--- src/rtl/branch_resolve_unit.sv ---
// Two-stage branch/jump resolver: S0 captures the decode-side entry, S1 holds the
// resolved redirect (taken, target, link, misalignment) for fetch-redirect logic.
module branch_resolve_unit #(
  parameter int XLEN    = 32,
  parameter int JUMP_EN = 1,
  parameter int IALIGN  = 4,
  parameter int CNT_W   = 16
) (
  input  logic             clk,
  input  logic             rst,
  input  logic             flush,
  input  logic             in_valid,
  output logic             in_ready,
  input  logic [31:0]      in_instr,
  input  logic [XLEN-1:0]  in_pc,
  input  logic [XLEN-1:0]  in_rs1_val,
  input  logic [XLEN-1:0]  in_rs2_val,
  output logic             out_valid,
  input  logic             out_ready,
  output logic             out_taken,
  output logic [XLEN-1:0]  out_target,
  output logic [XLEN-1:0]  out_link,
  output logic             out_is_branch,
  output logic             out_is_jump,
  output logic [2:0]       out_br_ctrl,
  output logic [4:0]       out_rs1,
  output logic [4:0]       out_rs2,
  output logic [4:0]       out_rd,
  output logic             out_illegal,
  output logic             out_misaligned,
  output logic [CNT_W-1:0] cnt_branch,
  output logic [CNT_W-1:0] cnt_taken
);

  localparam logic [6:0] OP_BRANCH = 7'b1100011;
  localparam logic [6:0] OP_JAL    = 7'b1101111;
  localparam logic [6:0] OP_JALR   = 7'b1100111;

  // Branch-control codes follow func3; the reserved func3 value 2 doubles as "no branch".
  localparam logic [2:0] BR_BEQ  = 3'd0;
  localparam logic [2:0] BR_BNE  = 3'd1;
  localparam logic [2:0] BR_NOP  = 3'd2;
  localparam logic [2:0] BR_BLT  = 3'd4;
  localparam logic [2:0] BR_BGE  = 3'd5;
  localparam logic [2:0] BR_BLTU = 3'd6;
  localparam logic [2:0] BR_BGEU = 3'd7;

  logic             s0_valid_reg;
  logic [31:0]      s0_instr_reg;
  logic [XLEN-1:0]  s0_pc_reg, s0_rs1_reg, s0_rs2_reg;

  logic             s1_valid_reg, s1_taken_reg, s1_is_branch_reg, s1_is_jump_reg;
  logic             s1_illegal_reg, s1_misaligned_reg;
  logic [XLEN-1:0]  s1_target_reg, s1_link_reg;
  logic [2:0]       s1_br_ctrl_reg;
  logic [4:0]       s1_rs1_reg, s1_rs2_reg, s1_rd_reg;
  logic [CNT_W-1:0] cnt_branch_reg, cnt_taken_reg;

  logic             s1_load;
  logic [6:0]       opcode;
  logic [2:0]       func3;
  logic [XLEN-1:0]  imm_b, imm_j, imm_i, link_next, jalr_sum;
  logic [XLEN-1:0]  target_next;
  logic [2:0]       br_ctrl_next;
  logic             taken_next, is_branch_next, is_jump_next, illegal_next, misaligned_next;

  assign s1_load  = !s1_valid_reg || out_ready;
  assign in_ready = !s0_valid_reg || s1_load;

  assign opcode    = s0_instr_reg[6:0];
  assign func3     = s0_instr_reg[14:12];
  assign imm_b     = {{(XLEN-13){s0_instr_reg[31]}}, s0_instr_reg[31], s0_instr_reg[7],
                      s0_instr_reg[30:25], s0_instr_reg[11:8], 1'b0};
  assign imm_j     = {{(XLEN-21){s0_instr_reg[31]}}, s0_instr_reg[31], s0_instr_reg[19:12],
                      s0_instr_reg[20], s0_instr_reg[30:21], 1'b0};
  assign imm_i     = {{(XLEN-12){s0_instr_reg[31]}}, s0_instr_reg[31:20]};
  assign link_next = s0_pc_reg + XLEN'(4);
  assign jalr_sum  = s0_rs1_reg + imm_i;

  always_comb begin
    taken_next     = 1'b0;
    is_branch_next = 1'b0;
    is_jump_next   = 1'b0;
    illegal_next   = 1'b0;
    br_ctrl_next   = BR_NOP;
    target_next    = link_next;
    if (opcode == OP_BRANCH) begin
      is_branch_next = 1'b1;
      case (func3)
        3'd0: begin br_ctrl_next = BR_BEQ;  taken_next = (s0_rs1_reg == s0_rs2_reg); end
        3'd1: begin br_ctrl_next = BR_BNE;  taken_next = (s0_rs1_reg != s0_rs2_reg); end
        3'd4: begin br_ctrl_next = BR_BLT;  taken_next = ($signed(s0_rs1_reg) <  $signed(s0_rs2_reg)); end
        3'd5: begin br_ctrl_next = BR_BGE;  taken_next = ($signed(s0_rs1_reg) >= $signed(s0_rs2_reg)); end
        3'd6: begin br_ctrl_next = BR_BLTU; taken_next = (s0_rs1_reg <  s0_rs2_reg); end
        3'd7: begin br_ctrl_next = BR_BGEU; taken_next = (s0_rs1_reg >= s0_rs2_reg); end
        default: illegal_next = 1'b1;
      endcase
      if (taken_next) target_next = s0_pc_reg + imm_b;
    end else if (JUMP_EN != 0 && opcode == OP_JAL) begin
      is_jump_next = 1'b1;
      taken_next   = 1'b1;
      target_next  = s0_pc_reg + imm_j;
    end else if (JUMP_EN != 0 && opcode == OP_JALR) begin
      is_jump_next = 1'b1;
      if (func3 == 3'd0) begin
        taken_next  = 1'b1;
        target_next = jalr_sum & {{(XLEN-1){1'b1}}, 1'b0};
      end else begin
        illegal_next = 1'b1;
      end
    end
    misaligned_next = taken_next &&
                      ((IALIGN == 4) ? (target_next[1:0] != 2'b00) : target_next[0]);
  end

  // S0 refills whenever it is empty or its entry moves into S1 this edge.
  always_ff @(posedge clk) begin
    if (rst) begin
      s0_valid_reg <= 1'b0;
      s0_instr_reg <= '0;
      s0_pc_reg    <= '0;
      s0_rs1_reg   <= '0;
      s0_rs2_reg   <= '0;
    end else if (flush) begin
      s0_valid_reg <= 1'b0;
    end else if (in_ready) begin
      s0_valid_reg <= in_valid;
      if (in_valid) begin
        s0_instr_reg <= in_instr;
        s0_pc_reg    <= in_pc;
        s0_rs1_reg   <= in_rs1_val;
        s0_rs2_reg   <= in_rs2_val;
      end
    end
  end

  always_ff @(posedge clk) begin
    if (rst) begin
      s1_valid_reg      <= 1'b0;
      s1_taken_reg      <= 1'b0;
      s1_is_branch_reg  <= 1'b0;
      s1_is_jump_reg    <= 1'b0;
      s1_illegal_reg    <= 1'b0;
      s1_misaligned_reg <= 1'b0;
      s1_target_reg     <= '0;
      s1_link_reg       <= '0;
      s1_br_ctrl_reg    <= '0;
      s1_rs1_reg        <= '0;
      s1_rs2_reg        <= '0;
      s1_rd_reg         <= '0;
    end else if (flush) begin
      s1_valid_reg <= 1'b0;
    end else if (s1_load) begin
      s1_valid_reg <= s0_valid_reg;
      if (s0_valid_reg) begin
        s1_taken_reg      <= taken_next;
        s1_is_branch_reg  <= is_branch_next;
        s1_is_jump_reg    <= is_jump_next;
        s1_illegal_reg    <= illegal_next;
        s1_misaligned_reg <= misaligned_next;
        s1_target_reg     <= target_next;
        s1_link_reg       <= link_next;
        s1_br_ctrl_reg    <= br_ctrl_next;
        s1_rs1_reg        <= s0_instr_reg[19:15];
        s1_rs2_reg        <= s0_instr_reg[24:20];
        s1_rd_reg         <= s0_instr_reg[11:7];
      end
    end
  end

  // Counters retire on the output handshake and stick at all-ones.
  always_ff @(posedge clk) begin
    if (rst) begin
      cnt_branch_reg <= '0;
      cnt_taken_reg  <= '0;
    end else if (!flush && s1_valid_reg && out_ready) begin
      if (s1_is_branch_reg && !s1_illegal_reg && cnt_branch_reg != '1)
        cnt_branch_reg <= cnt_branch_reg + CNT_W'(1);
      if (s1_taken_reg && cnt_taken_reg != '1)
        cnt_taken_reg <= cnt_taken_reg + CNT_W'(1);
    end
  end

  assign out_valid      = s1_valid_reg;
  assign out_taken      = s1_taken_reg;
  assign out_target     = s1_target_reg;
  assign out_link       = s1_link_reg;
  assign out_is_branch  = s1_is_branch_reg;
  assign out_is_jump    = s1_is_jump_reg;
  assign out_br_ctrl    = s1_br_ctrl_reg;
  assign out_rs1        = s1_rs1_reg;
  assign out_rs2        = s1_rs2_reg;
  assign out_rd         = s1_rd_reg;
  assign out_illegal    = s1_illegal_reg;
  assign out_misaligned = s1_misaligned_reg;
  assign cnt_branch     = cnt_branch_reg;
  assign cnt_taken      = cnt_taken_reg;

endmodule

--- config.mk ---
export PLATFORM = sky130hd
export DESIGN_NAME = branch_resolve_unit
export DESIGN_NICKNAME = d
export VERILOG_FILES = /design/src/rtl/branch_resolve_unit.sv
export SDC_FILE = /design/constraint.sdc
export NUM_CORES = 1
export LEC_CHECK = 0
export ABC_AREA = 1
export CAP_MARGIN = 20
export CORE_AREA = 2 2 169 171
export CTS_CLUSTER_DIAMETER = 80
export DETAILED_ROUTE_END_ITERATION = 7
export DIE_AREA = 0 0 171 173
export GPL_ROUTABILITY_DRIVEN = 0
export PLACE_DENSITY = 0.93
export SETUP_SLACK_MARGIN = 0.3
export SLEW_MARGIN = 0
export SYNTH_ARGS = -nofsm -noshare
export SYNTH_HDL_FRONTEND = slang
export SYNTH_SLANG_ARGS = --single-unit
--- constraint.sdc ---
create_clock -name clk -period 6.95 [get_ports clk]
set_input_delay 2.085 -clock clk [delete_from_list [all_inputs] [get_ports clk]]
set_output_delay 2.085 -clock clk [all_outputs]
set_load 0.005 [all_outputs]
==> results of run 1 <==
-- power by group through the flow --
stage | clock network, mW | registers (mW) | logic, mW
floorplan | 0 | 1.57 | 0.449
global placement | 0 | 1.59 | 0.653
detailed placement | 0 | 1.59 | 0.682
CTS | 1.55 | 1.56 | 0.691
global route | 1.60 | 1.57 | 0.782
finish | 1.54 | 1.56 | 0.716
-- tightest hold or removal path, cell delays in order, from the launching register on --
cell     delay (ns)
dfxtp_1        0.30
inv_1          0.06
a21oi_1        0.06
-- cell usage in the layout, fill, tap and decap left out, types with 6 or more instances in the layout --
master	n
a21oi_1	278
nor2_1	350
nand2_1	372
o21a_1	8
buf_4	11
a21boi_0	6
clkbuf_16	27
nor4_1	13
inv_1	262
nor3_2	6
o211ai_1	36
a21o_1	6
o21ai_0	289
ha_1	108
o21ai_1	19
nand4_1	31
nor3b_1	7
nor3_1	49
dfxtp_1	249
a31oi_1	9
xnor2_1	18
or2_2	9
nand3_1	90
a22oi_1	9
clkdlybuf4s50_1	252
xor2_1	54
-- stage by stage --
step	util, %	cell area, um2	cells	power (mW)	hold slack (ns)
6_report	71.94	19880	3030	3.822	0.4601
5_1_grt	71.94	19880	3030	3.945	0.4717
4_1_cts	71.94	19880	3030	3.795	0.4611
3_5_place_dp	68.49	18920	2982	2.270	0.4513
3_3_place_gp	68.41	18900	2981	2.238	0.4436
2_1_floorplan	-	16200	2433	2.015	0.4331
-- logic make-up (layout without fill, tap and decap cells) --
family                     Yosys count  after routing
and+or+nand+nor                    955            955
AOI/OAI and AO/OA                  684            684
buffers and inverters              361            580
DFF                                249            249
adders and majority gates          111            111
xor gates and xnor gates            73             73
-- cell type report --
type	instances	share of cell area, %
Clock buffer	33	3.714
Clock inverter	15	1.083
Inverter	267	5.055
Multi-Input combinational cell	1823	49.46
Sequential cell	249	25.08
Tap cell	378	2.380
Timing Repair Buffer	265	13.23
-- Yosys cell counts, drive strengths merged, types with 5 or more instances --
master and count:
a31oi 9, a21boi 6, o21a 8, clkbuf 81, ha 108, nand3 93, inv 266, o21ai 312
dfxtp 249, a21oi 283, or2 12, nor4 14, nor2 356, nand4 31, xnor2 19, buf 13
a22oi 9, o211ai 37, a21o 6, xor2 54, nor3 57, nor3b 7, nand3b 5, nand2 377
-- per-layer routing --
metal,up-vias,GRT usage [%]
li1,8571,-
met1,8267,44.70
met2,1362,57.38
met3,311,8.698
met4,0,18.82
met5,-,0
-- path summary, 6_finish.rpt --
path | startpoint | end | slack, ns
hold / removal | s0_rs2_reg[30]$_SDFFE_PP0P_ | s0_rs2_reg[30]$_SDFFE_PP0P_ | 0.46
hold reg to reg | s0_rs2_reg[30]$_SDFFE_PP0P_ | s0_rs2_reg[30]$_SDFFE_PP0P_ | 0.46
setup / recovery | out_ready | in_ready | 1.47
setup reg to reg | s0_instr_reg[6]$_SDFFE_PP0P_ | out_target[18]$_SDFFE_PP0P_ | 3.29
==> flow_metrics.env, run 1 <==
export IMPL_drive_gt1_share_pct=3.997
export IMPL_wl_met3_mm=7.416
export IMPL_crit_family="buffers and inverters"
export IMPL_cts_sinks=249
export IMPL_clk_root_buffer_cell="clkbuf_16"
export IMPL_status="finished, violations left"
export IMPL_async_reset_ff_share_pct=0
export IMPL_syn_area_per_cell_um2=6.657
export IMPL_layout_worst_path_cycle_share_pct=78.88
export IMPL_vias=18511
export IMPL_cpMaxStageDelayCell="clkdlybuf4s50_1"
export IMPL_start_kind="primary input"
export IMPL_pwr_share_clk_pct=40.3
export IMPL_synth_top_area_share_pct=30.78
export IMPL_firstDrtPassIters=8
export IMPL_ys_ff_latch=249
export IMPL_grt_pass1_vias=17164
export IMPL_pwr_share_seq_pct=40.9
export IMPL_synth_area_leaders="dfxtp_1 31%, o21ai_0 8.9%, nand2_1 8.6%"
export IMPL_synthAdderAreaFrac_pct=8.714
export IMPL_fmax_mhz=182.4
export IMPL_synth_top_cell_by_area="dfxtp_1"
export IMPL_antenna_cells=0
export IMPL_dp_hpwl_mm=40.87
export IMPL_cp_common_cell="clkdlybuf4s50_1"
export IMPL_synth_mux_area_share_pct=0
export IMPL_multi_input_area_mm2=0.009829
export IMPL_vias_per_cell=6.109
export IMPL_pwr_share_comb_pct=18.7
export IMPL_clockBufferDepth=3
export IMPL_hp_class="reg -> reg"
export IMPL_grt_max_degree=124
export IMPL_relSlewSlack_pct=24.26
export IMPL_initial_utilization_pct=58.62
export IMPL_seq_area_frac_synth_pct=30.78
export IMPL_wl_met2_mm=24.29
export IMPL_grt_total_usage_pct=35.93
export IMPL_worstSetupEndpointType="output port"
export IMPL_core_mm2=0.02763
export IMPL_crit_type="in -> out"
export IMPL_highest_layer="met4"
export IMPL_synth_edf_count=0
export IMPL_r2r_worst_path_cells=10
export IMPL_cts_setup_buffers=0
export IMPL_drc=150
export IMPL_worstHoldPathCells=2
export IMPL_postRouteWirelength_mm=55.41
export IMPL_violations="DRC"
export IMPL_internal_power_mw=2.708
export IMPL_netlist_area_mm2=0.01620
export IMPL_syn_instance_count=2433
export IMPL_die_h_um=173
export IMPL_cts_clk_slew_worst_paths_ns=0.06
export IMPL_cts_tree="yes"
export IMPL_layout_setup_ws_ns=1.468
export IMPL_ir_worst_vdd_uv=165.1
export IMPL_fillers=2155
export IMPL_worst_ep_required_time_ns=4.87
export IMPL_synth_distinct_cells=55
export IMPL_cap_violations=0
export IMPL_period_needed_ns=5.482
export IMPL_p_sw_mw=1.114
export IMPL_path_buf_inv=2
export IMPL_clk_latency_ns=0.54
export IMPL_fin_skew_ns=0.009540
export IMPL_synth_compound_area_share_pct=22.71
export IMPL_setup_viol=0
export IMPL_cp_max_fo=3
export IMPL_crit_arrival_ns=3.40
export IMPL_drt_iter0_drc=2671
export IMPL_synth_nets=2677
export IMPL_p_sw_share_pct=29.15
export IMPL_p_leak_nw=8.378
export IMPL_ctsHoldBuffers=0
export IMPL_final_seq_area_mm2=0.004985
export IMPL_post_drt_wl_per_cell_um=18.29
export IMPL_ys_warn_count=0
export IMPL_worstMarginPinSlew_ns=1.135
export IMPL_drtAntennaViolNets=0
export IMPL_cts_buffers=26
export IMPL_nets=2876
export IMPL_crit_cells=4
export IMPL_antenna_found_initial=0
export IMPL_synthSimpleGateAreaFrac_pct=25.16
export IMPL_rsz0062_at_grt="no"
export IMPL_cp_slowest_stage_delay_ns=0.48
export IMPL_cts_resized_gates=0
export IMPL_synth_top_family_by_area="simple AND/OR/NAND/NOR gates"
export IMPL_synth_ff_type="dfxtp_1"
export IMPL_power_density_mw_per_mm2=192.3
export IMPL_ioPinCount=254
export IMPL_crit_chain="clkdlybuf4s50_1 -> nor2_1 -> nand2_1 -> clkdlybuf4s50_1"
export IMPL_numPortBuffers=253
export IMPL_grt_overflow=0
export IMPL_cts_htree_levels=1
export IMPL_fp_dieW_um=171
export IMPL_grt_pass1_wl_mm=86.21
export IMPL_m1WireLength_mm=20.12
export IMPL_synth_xor_area_share_pct=3.994
export IMPL_slew_viol_final=0
export IMPL_area_growth_pct=22.71
export IMPL_rows=61
export IMPL_hold_viol=0
export IMPL_pre_cts_ws_ns=1.493
export IMPL_fin_tns_setup_ns=0
export IMPL_dieArea_mm2=0.02958
(Power assumes the default switching activity.)
==> inputs of run 2 (changes only) <==
CORE_AREA = 2 2 183 185   (was 2 2 169 171)
DIE_AREA = 0 0 185 187   (was 0 0 171 173)
PLACE_DENSITY = 0.85   (was 0.93)
clock period = 4.55 ns   (was 6.95 ns; I/O delays follow)
==> run 2 against run 1 <==
Utilization is 11 points lower. Combinational power rose by 54%. The flow still finishes with violations (DRC). Count of clock-buffer cells in the layout is 4 higher. Clock power grew 56%. Via count down 1.6%. Critical path depth is the same.
==> flow_metrics.env, run 2 (synthesis gave the netlist of run 1 again) <==
export IMPL_drc=66
export IMPL_setup_viol=0
export IMPL_fin_skew_ns=0.01727
export IMPL_firstDrtPassIters=8
export IMPL_cp_max_fo=3
export IMPL_vias_per_cell=5.858
export IMPL_hold_viol=0
export IMPL_rrSetupSlack_ns=1.14
export IMPL_nets=2884
export IMPL_ioPinCount=254
export IMPL_worstSetupEndpointType="output port"
export IMPL_postLayoutCellArea_mm2=0.02006
export IMPL_cts_htree_levels=1
export IMPL_clockBufferDepth=3
export IMPL_fp_dieW_um=185
export IMPL_drive_gt1_share_pct=4.134
export IMPL_rsz0062_at_grt="no"
export IMPL_grt_pass1_vias=16698
export IMPL_fmax_mhz=250.4
export IMPL_slew_viol_final=0
export IMPL_core_mm2=0.03286
export IMPL_violations="DRC"
export IMPL_cts_setup_buffers=0
export IMPL_placed_area_mm2=0.01910
export IMPL_fillers=2960
export IMPL_hold_worst_slack_ns=0.4574
export IMPL_cts_clk_slew_worst_paths_ns=0.06
export IMPL_antenna_cells=0
export IMPL_cts_buffers=27
export IMPL_start_kind="primary input"
export IMPL_initial_utilization_pct=49.29
export IMPL_relSlewSlack_pct=20.10
export IMPL_cts_tree="yes"
export IMPL_clk_latency_ns=0.57
export IMPL_drtAntennaViolNets=0
export IMPL_drt_iter0_drc=2382
export IMPL_fin_tns_setup_ns=0
export IMPL_final_seq_area_mm2=0.004985
export IMPL_antenna_found_initial=0
export IMPL_period_needed_ns=3.994
export IMPL_dieArea_mm2=0.03460
export IMPL_worstMarginPinSlew_ns=1.189
export IMPL_cts_sinks=249
export IMPL_numPortBuffers=253
export IMPL_final_cells=3109
export IMPL_final_cell_mix="372 x nand2_1, 350 x nor2_1, 289 x o21ai_0"
export IMPL_grt_overflow=0
export IMPL_p_leak_nw=8.437
export IMPL_status="finished, violations left"
export IMPL_vias=18213
export IMPL_die_h_um=187
export IMPL_power_density_mw_per_mm2=293.3
export IMPL_worst_ep_required_time_ns=3.18
export IMPL_cap_violations=0
export IMPL_grt_total_usage_pct=30.68
export IMPL_ctsHoldBuffers=0
export IMPL_hp_class="reg -> reg"
export IMPL_final_common_cell="nand2_1"
export IMPL_postRouteWirelength_mm=55.18
export IMPL_cts_resized_gates=0
export IMPL_layout_worst_path_cycle_share_pct=87.79
export IMPL_crit_arrival_ns=2.63
export IMPL_crit_type="in -> out"
export IMPL_ir_worst_vdd_uv=327.4
export IMPL_dp_hpwl_mm=41.92
export IMPL_clk_root_buffer_cell="clkbuf_16"
export IMPL_grt_max_degree=185
export IMPL_dp_cells=3059
export IMPL_grt_pass1_wl_mm=85.19
export IMPL_area_growth_pct=23.82
export IMPL_post_drt_wl_per_cell_um=17.75
export IMPL_rows=67
export IMPL_multi_input_area_mm2=0.009829
export IMPL_power_mw=5.881
==> run 2: metrics by stage <==
stage          utilization [%]  setup WS (ns)
2_1_floorplan                -          1.562
6_report                 61.03         0.5557
3_3_place_gp             58.12         0.5644
4_1_cts                  61.03         0.5550
5_1_grt                  61.03         0.4990
3_5_place_dp             58.12         0.5573
==> run 2: final timing paths <==
path,from,end,cells past startpoint
hold / removal,cnt_branch[4]$_SDFFE_PP0P_,cnt_branch[4]$_SDFFE_PP0P_,2
setup / recovery,out_ready,in_ready,4
setup reg to reg,s0_instr_reg[31]$_SDFFE_PP0P_,out_target[29]$_SDFFE_PP0P_,14
hold reg to reg,cnt_branch[4]$_SDFFE_PP0P_,cnt_branch[4]$_SDFFE_PP0P_,2
==> run 2: worst max-delay path, stage by stage <==
cell,delay (ns)
clkdlybuf4s50_1,0.42
nor2_1,0.21
nand2_1,0.16
clkdlybuf4s50_1,0.47
==> run 2: area by class of cell <==
cell class	instances	area share [%]
multi-input cells	1823	49.01
flip-flops and latches	249	24.85
clock buffers	37	3.706
clock inverters	13	1.061
repair buffers	272	13.56
well taps	448	2.795
inverters	267	5.010
==> run 2: where the power goes <==
part           internal, mW  switching, mW  total [mW]
clock network          1.44          0.961        2.40
logic                 0.429          0.667        1.10
registers              2.28          0.110        2.39
==> run 2: routing by layer <==
layer	vias up	track usage, %	share of wire (%)
li1	8575	-	-
met1	8197	39.25	38
met2	1187	48.08	43
met3	254	7.321	13
met4	0	15.54	6.1
met5	-	0	0
